File: src/rtl/gol_pkg.sv
// Shared constants and types for the Game of Life video path.
package gol_pkg;

  localparam int GRID_W = 256;
  localparam int GRID_H = 256;
  localparam int CELL_W = 5;

  // Default 640x480@60 raster timing
  localparam int DEF_H_ACTIVE = 640;
  localparam int DEF_H_FP     = 16;
  localparam int DEF_H_SYNC   = 96;
  localparam int DEF_H_BP     = 48;
  localparam int DEF_V_ACTIVE = 480;
  localparam int DEF_V_FP     = 10;
  localparam int DEF_V_SYNC   = 2;
  localparam int DEF_V_BP     = 33;

  typedef logic [CELL_W-1:0] species_t;
  typedef logic [23:0]       rgb_t;

  // Per-pixel timing flags carried down the scanout pipeline
  typedef struct packed {
    logic act;
    logic win;
    logic hs;
    logic vs;
  } pix_flags_t;

endpackage

File: src/rtl/gol_palette.sv
// Species code to RGB colour map; species 0 is an empty (black) cell.
module gol_palette
  import gol_pkg::*;
(
  input  logic [CELL_W-1:0] i_species,
  output logic [23:0]       o_rgb
);

  // Bit-shuffle map gives each species a distinct hue without a table
  always_comb begin
    o_rgb = '0;
    if (i_species != '0)
      o_rgb = {i_species, i_species[4:2],
               i_species[2:0], i_species,
               ~i_species, 3'b111};
  end

endmodule

File: src/rtl/gol_scanout.sv
// Raster generator and display-bank reader for the 256x256 cell grid.
// Pipeline: counters -> address register -> RAM data mux -> output regs,
// so a counter position reaches the pins 3 cycles later.
module gol_scanout
  import gol_pkg::*;
#(
  parameter int          H_ACTIVE   = DEF_H_ACTIVE,
  parameter int          H_FP       = DEF_H_FP,
  parameter int          H_SYNC     = DEF_H_SYNC,
  parameter int          H_BP       = DEF_H_BP,
  parameter int          V_ACTIVE   = DEF_V_ACTIVE,
  parameter int          V_FP       = DEF_V_FP,
  parameter int          V_SYNC     = DEF_V_SYNC,
  parameter int          V_BP       = DEF_V_BP,
  parameter logic        SYNC_NEG   = 1'b1,
  parameter int          X_OFF      = 192,
  parameter int          Y_OFF      = 112,
  parameter logic [23:0] BORDER_RGB = 24'h202020
) (
  input  logic              clk,
  input  logic              rst_n,
  input  logic              ram_select,
  input  logic              init_done,
  input  logic [CELL_W-1:0] dout_bank0,
  input  logic [CELL_W-1:0] dout_bank1,
  output logic [15:0]       rd_addr,
  output logic              video_sof,
  output logic              hsync,
  output logic              vsync,
  output logic              de,
  output logic [23:0]       rgb
);

  localparam int H_TOTAL = H_ACTIVE + H_FP + H_SYNC + H_BP;
  localparam int V_TOTAL = V_ACTIVE + V_FP + V_SYNC + V_BP;
  localparam int CW      = 12;

  localparam logic [CW-1:0] H_ACT  = CW'(H_ACTIVE);
  localparam logic [CW-1:0] H_LAST = CW'(H_TOTAL - 1);
  localparam logic [CW-1:0] HS_BEG = CW'(H_ACTIVE + H_FP);
  localparam logic [CW-1:0] HS_END = CW'(H_ACTIVE + H_FP + H_SYNC);
  localparam logic [CW-1:0] XW_BEG = CW'(X_OFF);
  localparam logic [CW-1:0] XW_END = CW'(X_OFF + GRID_W);
  localparam logic [7:0]    XO8    = 8'(X_OFF);

  localparam logic [CW-1:0] V_ACT  = CW'(V_ACTIVE);
  localparam logic [CW-1:0] V_LAST = CW'(V_TOTAL - 1);
  localparam logic [CW-1:0] V_PRE  = CW'(V_ACTIVE - 1);
  localparam logic [CW-1:0] VS_BEG = CW'(V_ACTIVE + V_FP);
  localparam logic [CW-1:0] VS_END = CW'(V_ACTIVE + V_FP + V_SYNC);
  localparam logic [CW-1:0] YW_BEG = CW'(Y_OFF);
  localparam logic [CW-1:0] YW_END = CW'(Y_OFF + GRID_H);
  localparam logic [7:0]    YO8    = 8'(Y_OFF);

  logic [CW-1:0] r_h, r_v;
  logic          r_bank_q;
  pix_flags_t    w_flg0, r_flg1, r_flg2;
  logic [7:0]    w_gx, w_gy;
  species_t      w_cell;
  rgb_t          w_pal;

  // Raster counters: h wraps each line, v advances on h wrap
  always_ff @(posedge clk or negedge rst_n) begin
    if (!rst_n) begin
      r_h <= '0;
      r_v <= '0;
    end else if (r_h == H_LAST) begin
      r_h <= '0;
      r_v <= (r_v == V_LAST) ? '0 : r_v + 1'b1;
    end else begin
      r_h <= r_h + 1'b1;
    end
  end

  // Stage 0 decode of the current counter position
  always_comb begin
    w_flg0     = '0;
    w_flg0.act = (r_h < H_ACT) && (r_v < V_ACT);
    w_flg0.win = w_flg0.act && (r_h >= XW_BEG) && (r_h < XW_END) &&
                 (r_v >= YW_BEG) && (r_v < YW_END);
    w_flg0.hs  = (r_h >= HS_BEG) && (r_h < HS_END);
    w_flg0.vs  = (r_v >= VS_BEG) && (r_v < VS_END);
  end

  // Grid coordinates only need the low byte; the window check bounds them
  assign w_gx = r_h[7:0] - XO8;
  assign w_gy = r_v[7:0] - YO8;

  // Stage 1: issue the RAM read; address holds outside the window
  always_ff @(posedge clk or negedge rst_n) begin
    if (!rst_n) begin
      rd_addr <= '0;
      r_flg1  <= '0;
    end else begin
      if (w_flg0.win) rd_addr <= {w_gy, w_gx};
      r_flg1 <= w_flg0;
    end
  end

  // Stage 2 flags line up with the RAM data returning this cycle
  always_ff @(posedge clk or negedge rst_n) begin
    if (!rst_n) r_flg2 <= '0;
    else        r_flg2 <= r_flg1;
  end

  // Display bank is frozen for a whole frame so a mid-frame swap cannot tear
  always_ff @(posedge clk or negedge rst_n) begin
    if (!rst_n)                         r_bank_q <= 1'b0;
    else if (r_h == '0 && r_v == '0)    r_bank_q <= ram_select;
  end

  assign w_cell = r_bank_q ? dout_bank1 : dout_bank0;

  gol_palette u_pal (
    .i_species (w_cell),
    .o_rgb     (w_pal)
  );

  // Stage 3: registered pins
  always_ff @(posedge clk or negedge rst_n) begin
    if (!rst_n) begin
      de    <= 1'b0;
      hsync <= SYNC_NEG;
      vsync <= SYNC_NEG;
      rgb   <= '0;
    end else begin
      de    <= r_flg2.act;
      hsync <= r_flg2.hs ^ SYNC_NEG;
      vsync <= r_flg2.vs ^ SYNC_NEG;
      if (!r_flg2.act)      rgb <= '0;
      else if (!r_flg2.win) rgb <= BORDER_RGB;
      else if (!init_done)  rgb <= '0;
      else                  rgb <= w_pal;
    end
  end

  // Frame-start pulse, decoded one cycle early so it is high while the
  // counters sit at the first vertical front porch position
  always_ff @(posedge clk or negedge rst_n) begin
    if (!rst_n) video_sof <= 1'b0;
    else        video_sof <= (r_h == H_LAST) && (r_v == V_PRE);
  end

endmodule

File: config.mk
export PLATFORM = sky130hd
export DESIGN_NAME = gol_scanout
export DESIGN_NICKNAME = d
export VERILOG_FILES = /design/src/rtl/gol_pkg.sv /design/src/rtl/gol_palette.sv /design/src/rtl/gol_scanout.sv
export SDC_FILE = /design/constraint.sdc
export NUM_CORES = 1
export LEC_CHECK = 0
export CORE_UTILIZATION = 56
export DETAILED_ROUTE_END_ITERATION = 10
export GPL_TIMING_DRIVEN = 0
export PLACE_DENSITY = 0.83
export SLEW_MARGIN = 25
export SYNTH_ARGS = -nofsm -noshare
export SYNTH_HDL_FRONTEND = slang
export SYNTH_SLANG_ARGS = --single-unit
File: constraint.sdc
create_clock -name clk -period 5.8 [get_ports clk]
set_input_delay 0.87 -clock clk [delete_from_list [all_inputs] [get_ports clk]]
set_output_delay 0.87 -clock clk [all_outputs]
set_load 0.01 [all_outputs]
Yosys cells after proc, flatten, opt, wreduce, memory -nomap -nowiden
Cells that the tools add are included.

$add $sub $neg: 4. Multipliers: 0. Divide/modulo/power cells: 0. Order comparisons: 10. Equality and inequality tests: 3. Shift operators: 0. Mux-type cells: 7. Bitwise logic cells: 3. Reductions and logical operators: 12.

Operator list (number): $mux 24 (4); $lt 12x9->1 const B (4); $add 12x1->12 const B (2); $eq 12x10->1 const B (2); $logic_not 12->1 (2); $lt 12x10->1 const B (2); $mux 12 (2); $eq 12x9->1 const B (1); $ge 12x10->1 const B (1); $ge 12x7->1 const B (1); $ge 12x8->1 const B (1); $ge 12x9->1 const B (1); $logic_and 1x1->1 (9); $sub 8x7->8 const B (1); $sub 8x8->8 const B (1); $mux 5 (1); $not 5->5 (1); $reduce_bool 5->1 (1); $not 1->1 (2).

Register bits after elaboration: 77. Latch bits: 0. Bits in writable memories: 0. ROM bits: 0. Input port bits: 14. Output and inout bits: 44. Word-level logic and storage cells: 56. Memories kept: 0.

Logic depth before layout (Yosys ltp)
Gate-level depths: netlist (run 1).

Depth in word-level cells: 6. Gate-level depth with buffers: 7.

Cells and area by module
A second synthesis (run 1) with hierarchy kept.

Cells, all modules: 304. Area, all modules: 3512.1 sq um.

Modules (own cells, without submodules): gol_scanout (times used 1, cells each 273, area an instance 3334.4 sq um, sequential area each 1929.4 sq um); gol_palette (times used 1, cells each 31, area an instance 177.7 sq um, sequential area each 0.0 sq um).

Least setup slack after synthesis (run 1)
Ideal clock, no wire load.

Path kind: reg2reg. From: register r_v[5]. To: register rd_addr[10]. Arrival time: 1.835 ns. Data required time: 5.675 ns. Setup slack: 3.840 ns. Cell stages (with the launch flop): 7. Path buffers: 1. Cells stage by stage: dfrtp_1 ha_1 a21oi_1 xor2_1 a211oi_4 buf_12 mux2_4.

RTL lines: start: declaration (RTL line gol_scanout.sv:55) `logic [CW-1:0] r_h, r_v;`; start signal: assignment (RTL line gol_scanout.sv:69) `r_v <= (r_v == V_LAST) ? '0 : r_v + 1'b1;`; end signal: assignment (RTL line gol_scanout.sv:95) `if (w_flg0.win) rd_addr <= {w_gy, w_gx};`; end: declaration (RTL line gol_scanout.sv:26) `output logic [15:0] rd_addr,`.

Worst setup path after layout (run 1)
From: register vsync. To: output port vsync.

RTL lines: start: declaration (RTL line gol_scanout.sv:29) `output logic vsync,`; start signal: assignment (RTL line gol_scanout.sv:129) `vsync <= r_flg2.vs ^ SYNC_NEG;`.

No word-level cell between the ends.

==> metrics.md, run 1 <==
| Metric | Value |
|---|---|
| Period utilization | 0.3874 |
| Final-report hold violation count | 0 |
| IR drop worst, VDD | 0.0001960 V |
| Met3 usage | 0.06118 |
| Synth Area per Inst | 11.69 sq um |
| Status | finished with violations |
| Crit-path cells | clkdlybuf4s50_1 |
| Routed wire per std cell | 15.15 microns |
| Post-route design area | 0.004083 sq mm |
| Clk_lat worst skew | 0.34 ns |
| Placer Congestion | 0.9139 |
| Synth Cell Area | 0.003203 sq mm |
| Worst path bufs/invs | 1 |
| Hold WS | 0.3525 ns |
| Netlist cell types | 49 |
| Yosys reg bits | 66 |
| Placed standard-cell area | 0.003889 sq mm |
| RR Endpoint | rd_addr[13] |
| Static leakage | 1.881 nW |
| Worst slew margin | 0.6284 |
| Die Width | 77.63 microns |
| Post CTS Setup Buffer Count | 0 |
| Critical Path RT | 4.93 ns |
| Hold Startpoint | r_flg1[0] |
| Full die area | 0.006026 sq mm |
| GRT Resource Usage Total | 0.2379 |
| Met2 usage in global routing | 0.3832 |
| Root buffer cell | clkbuf_8 |
| CP Capture Type | output port |
| Yosys top cell area share | 0.5000 |
| Clk slew on worst S/H paths | 0.07 ns |
| Max Clock Freq | 0.4450 GHz |
| Hold Crit Endpoint | r_flg2[0] |
| I/O pin total | 58 |
| Crit Path Category | flip-flop to output port |
| WP data arrival | 1.38 ns |
| Starting DRT DRC Count | 117 |
| R2r startpoint | r_v[5] |
| Hold Path Depth | 0 |
| Post-Synthesis Cells | 274 |
| Starting density of the core | 0.5817 |
| CTS tree | done |
| ANT cells | 0 |
| Clk buf depth | 2 |
| Crit path depth | 1 |
| Setup TNS | 0 ns |
| Row count | 27 |
| Post-layout nets | 369 |
| First-pass GRT wire length | 11020 microns |
| Slew @ Worst Pin | 0.5556 ns |
| Clk sinks | 66 |
| Post-synthesis async set-or-reset flop share | 1.000 |
| Vias post-DR | 2301 |
| DP Wirelength | 4564 microns |
| Area leader, netlist | dfrtp_1 |
| Sequential fraction of the synthesis area | 0.5164 |
| Met1 Usage GRT | 0.3103 |
| Worst setup SP type | flip-flop |
| Max Cap Violations | 0 |
| Mapped Nets | 300 |
| R2R depth | 6 |
| R2r setup slk | 3.57 ns |
| Worst setup margin | 3.553 ns |
| Top FF cell, synth | dfrtp_1 |
| Top delay family on crit path | flip-flops |
| Post-synth EDFFs | 0 |
| Hold Buf Count CTS | 0 |
| DRC viols | 2 |
| Skew final | 0.009232 ns |
| Crit path largest cell delay | 0.52 ns |
| Initial antenna violation count | 0 |
| Min Tclk post-route | 2.247 ns |
| Largest net degree at the start of global routing | 51 |
| IO Port Bufs | 57 |
| GRT Max-Usage Layer | met2 |
| Final wirelength | 6364 microns |
| Core area | 0.005507 sq mm |
| Critical-path top delay cell | dfstp_2 |
| Layout cells sized above 1 | 0.1954 |
| P per Cell Area | 212.3 mW/mm^2 |
| Synth cell count leaders | dfrtp_1, nor2_1, inv_1, mux2_2 |
| Post-CTS sizing | 0 |
| # setup viols final | 0 |
| Initial DRT Pass Iterations | 7 |
| H-tree depth | 3 |
| Unrepaired setup endpoints after global routing | no |
| Final Max Tran Viols | 0 |
| Vias per cell | 5.479 |
| GRT overflow | 0 |
| Synth area leaders | dfrtp_1, ha_1, mux2_2 |
| Cts bufs inserted | 9 |
| Max FO, Critical Path | 1 |
| Final ANT Viol Nets | 0 |
| Violated checks | design-rule violations |
| Synth Warn # | 0 |
| P&R area growth vs syn | 27.46% |
| Die Span Y | 77.63 microns |
| Most frequent cell after synthesis | dfrtp_1 |
| Worst Hold Class | flip-flop to flip-flop |
| Number of global-route vias before repair | 2262 |
| Worst slack, placed | 3.583 ns |
worst max-delay path by stage:
stage                        startpoint     endpoint  slack (ns)
final                             vsync        vsync        3.55
after global placement            rst_n   rd_addr[2]        1.76
after global routing             r_v[5]   rd_addr[9]        3.46
after floorplan                  r_v[5]  rd_addr[10]        3.84
after CTS                         vsync        vsync        3.53
after detailed placement  dout_bank1[2]       rgb[3]        3.58
logic make-up after synthesis:
kind of cell | synth area share
adder cells (fa/ha/maj) | 0.04687
buffers and inverters | 0.06875
multiplexers | 0.1098
AND/OR/NAND/NOR | 0.1480
flip-flops | 0.5164
XOR/XNOR | 0.03008
AO/OA/AOI/OAI | 0.08007
metal layers:
layer  up-vias  wire length (microns)  part of all wire
li1       1092                      -                 -
met1      1126                   2921              0.46
met2        75                   3048              0.48
met3         8                    313             0.049
met4         0                     81             0.013
met5         -                      0                 0
cell type report:
| type | instances | area, sq um |
|---|---|---|
| buffer | 26 | 171.4 |
| inverter | 13 | 48.80 |
| clock buffer | 9 | 123.9 |
| clock inverter | 7 | 70.07 |
| timing repair buffer | 58 | 595.6 |
| fill | 395 | 1424 |
| sequential | 66 | 1654 |
| multi-input combinational | 169 | 1329 |
| tap | 72 | 90.09 |
registers in the layout, summed over array words and instances (netlist names):
register / flops
r_flg1: 4
rd_addr: 16
r_h: 12
de: 1
r_v: 12
hsync: 1
r_bank_q: 1
r_flg2: 4
rgb: 13
vsync: 1
video_sof: 1
through the flow:
step	cells	utilization	power, mW
2_1_floorplan	274	-	0.4770
3_3_place_gp	403	0.7017	0.4973
3_5_place_dp	404	0.7062	0.5002
4_1_cts	420	0.7414	0.8740
5_1_grt	420	0.7414	0.8973
6_report	420	0.7414	0.8668
power breakdown:
group	total, mW	leakage, nW	internal [mW]	switching, mW
clock	0.376	0.0990	0.197	0.179
sequential	0.460	0.867	0.460	0.000113
combinational	0.0302	0.915	0.0135	0.0167
cell usage in the layout, fill, tap and decap left out, types with 2 or more instances in the layout:
master / count
buf_4: 12
a22o_1: 3
nor3b_1: 2
nor2_1: 14
mux2_4: 9
o21a_1: 2
and3_1: 4
and4_1: 3
nor4_1: 2
dfrtp_1: 64
nor4bb_1: 2
o21ai_0: 12
dfstp_2: 2
nand2_1: 9
a21oi_1: 5
xnor2_1: 4
clkdlybuf4s50_1: 56
inv_1: 13
and2_1: 3
clkinv_4: 2
clkbuf_1: 6
buf_2: 6
a31oi_1: 2
o211ai_1: 2
xor2_1: 7
nand3_1: 11
clkbuf_8: 9
a21o_1: 2
ha_1: 12
o211a_1: 2
nand4_1: 10
mux2i_1: 7
clkinv_2: 3
a21boi_0: 3
mux2_2: 13
nor3_1: 10
Power figures use the tool's default switching activity.
==> run 2, diff against run 1 <==
Settings changed: CORE_UTILIZATION 56 to 47, PLACE_DENSITY 0.83 to 0.75.
Clock period 5.8 ns to 1.97 ns, I/O delays scaled along.
==> metrics.md, run 2 (synthesis gave the netlist of run 1 again) <==
| Metric | Value |
|---|---|
| Worst setup margin | -0.01417 ns |
| Max Cap Violations | 0 |
| Sw frac | 0.2166 |
| Clk slew on worst S/H paths | 0.07 ns |
| CTS tree | done |
| Most frequent cells in the layout | dfrtp_1, clkdlybuf4s50_1, buf_4 |
| Max FO, Critical Path | 5 |
| Max layer used | met4 |
| Commonest non-fill, non-tap cell in the layout | dfrtp_1 |
| FILL cells | 505 |
| Critical Path RT | 2.20 ns |
| # setup viols final | 2 |
| Hold WS | 0.3490 ns |
| Placer Congestion | 0.8612 |
| Starting density of the core | 0.4959 |
| IR drop worst, VDD | 0.0003639 V |
| R2R depth | 7 |
| Status | finished with violations |
| Clock Power Share | 0.426 |
| Internal Power | 1.970 mW |
| Number of global-route vias before repair | 2181 |
| Top Registers | rd_addr: 16 flops, rgb: 13 flops |
| Cts bufs inserted | 9 |
| Worst Hold Class | flip-flop to flip-flop |
| DRC viols | 10 |
| Gate power share | 0.033 |
| DR WL met2 | 3158 microns |
| Crit Path Category | flip-flop to flip-flop |
| Clk buf depth | 2 |
| Violated checks | design-rule violations, negative setup slack |
| Die Span Y | 84.56 microns |
| First-pass GRT wire length | 10750 microns |
| Layout cells sized above 1 | 0.2618 |
| Fin util | 0.6639 |
| Vias per cell | 5.408 |
| Post-layout nets | 380 |
| Worst setup SP type | flip-flop |
| Worst slack, placed | -0.2687 ns |
| Final-report hold violation count | 0 |
| Worst slew margin | 0.6964 |
| Final Non-Filler Cells | 436 |
| ANT cells | 0 |
| Full die area | 0.007150 sq mm |
| Slew @ Worst Pin | 0.4520 ns |
| Met3 routed WL | 436 microns |
| Final wirelength | 6631 microns |
| Initial DRT Pass Iterations | 7 |
| Sw Pwr | 544.8 uW |
| WL met1 | 2930 microns |
| Die Width | 84.56 microns |
| Max Clock Freq | 0.5040 GHz |
| Initial antenna violation count | 0 |
| H-tree depth | 3 |
| Unrepaired setup endpoints after global routing | yes |
| Reg power frac | 0.541 |
| IO Port Bufs | 57 |
| Reg with most FFs | rd_addr |
| P&R area growth vs syn | 33.87% |
| Multi-input gate area | 0.001405 sq mm |
| Core area | 0.006459 sq mm |
| Clk sinks | 66 |
| CP Capture Type | flip-flop |
| GRT Resource Usage Total | 0.1952 |
| Final ANT Viol Nets | 0 |
| Max FFs per register | 16 |
| DP Wirelength | 4434 microns |
| Static leakage | 1.979 nW |
| GRT overflow | 0 |
| Final Max Tran Viols | 0 |
| WP data arrival | 2.21 ns |
| Period utilization | 1.007 |
| Starting DRT DRC Count | 174 |
| Min Tclk post-route | 1.984 ns |
| FF/Latch Area | 0.001659 sq mm |
| Hold Path Depth | 0 |
| Row count | 29 |
| Skew final | 0.002952 ns |
| P per Cell Area | 586.5 mW/mm^2 |
| Routed wire per std cell | 15.21 microns |
| Largest net degree at the start of global routing | 44 |
| Root buffer cell | clkbuf_8 |
| Inst Count DP | 409 |
| Vias post-DR | 2358 |
| I/O pin total | 58 |
| Clk_lat worst skew | 0.34 ns |
==> run 2: cell count changes in the layout (fill, tap and decap cells not counted), moves of 3 or more <==
| cell | previous run | this run |
|---|---|---|
| buf_4 | 12 | 21 |
| buf_6 | 1 | 5 |
| dfrtp_1 | 64 | 60 |
| dfrtp_2 | 0 | 4 |
| mux2_2 | 13 | 9 |
| mux2_4 | 9 | 13 |
| buf_2 | 6 | 3 |
| ha_1 | 12 | 9 |
| nor3_1 | 10 | 7 |
| nor3_2 | 0 | 3 |
==> run 2: path summary, 6_finish.rpt <==
path / from / end / slack [ns]
max: r_h[2] / rd_addr[3] / -0.01
min: r_flg1[3] / r_flg2[3] / 0.35
max reg2reg: r_h[2] / rd_addr[3] / -0.01
min reg2reg: r_flg1[3] / r_flg2[3] / 0.35
max in group asynchronous: rst_n / r_h[0] / 1.06
min in group asynchronous: rst_n / rgb[16] / 0.39
==> run 2: cell type report <==
type / count / share of cell area
clock inverters: 6 / 0.01342
plain buffers: 24 / 0.04114
flip-flops and latches: 66 / 0.3869
multi-input cells: 169 / 0.3277
clock buffers: 10 / 0.02976
repair buffers: 71 / 0.1672
well taps: 77 / 0.02247
inverters: 13 / 0.01138
==> run 2: routing by layer <==
layer,up-vias,GRT usage
met4,0,0.08629
met2,82,0.2927
li1,1110,-
met1,1156,0.2670
met3,10,0.05310
met5,-,0
==> run 2: through the flow <==
| step | TNS, ns | instance area (sq um) | total power [mW] |
|---|---|---|---|
| after floorplan | 0 | 3203 | 1.404 |
| after global placement | -100.74 | 3870 | 1.463 |
| after detailed placement | -3.648 | 3887 | 1.469 |
| after CTS | 0 | 4124 | 2.542 |
| after global routing | -0.5123 | 4288 | 2.618 |
| final | -0.02258 | 4288 | 2.515 |
==> run 2: critical path, stage by stage, from the launching register on <==
cell and delay (ns):
dfrtp_1 0.37, buf_6 0.13, nor4_4 0.33, nand3_2 0.16, a211oi_4 0.27, buf_6 0.16, buf_6 0.13, mux2_2 0.33
==> run 2: timing repair <==
action,in CTS,in global routing
cloned,0,1
resized for setup,8,24
hold buffers,1,0
buffers inserted,2,9
endpoints found under the hold margin,21,0
endpoints found under the setup margin,22,29
pin swaps,1,5
==> run 2: power groups by stage <==
stage	logic (mW)	clock network, mW	registers [mW]
floorplan	0.0224	0	1.38
global placement	0.0814	0	1.38
detailed placement	0.0874	0	1.38
CTS	0.0896	1.10	1.36
global route	0.0937	1.17	1.36
finish	0.0827	1.07	1.36
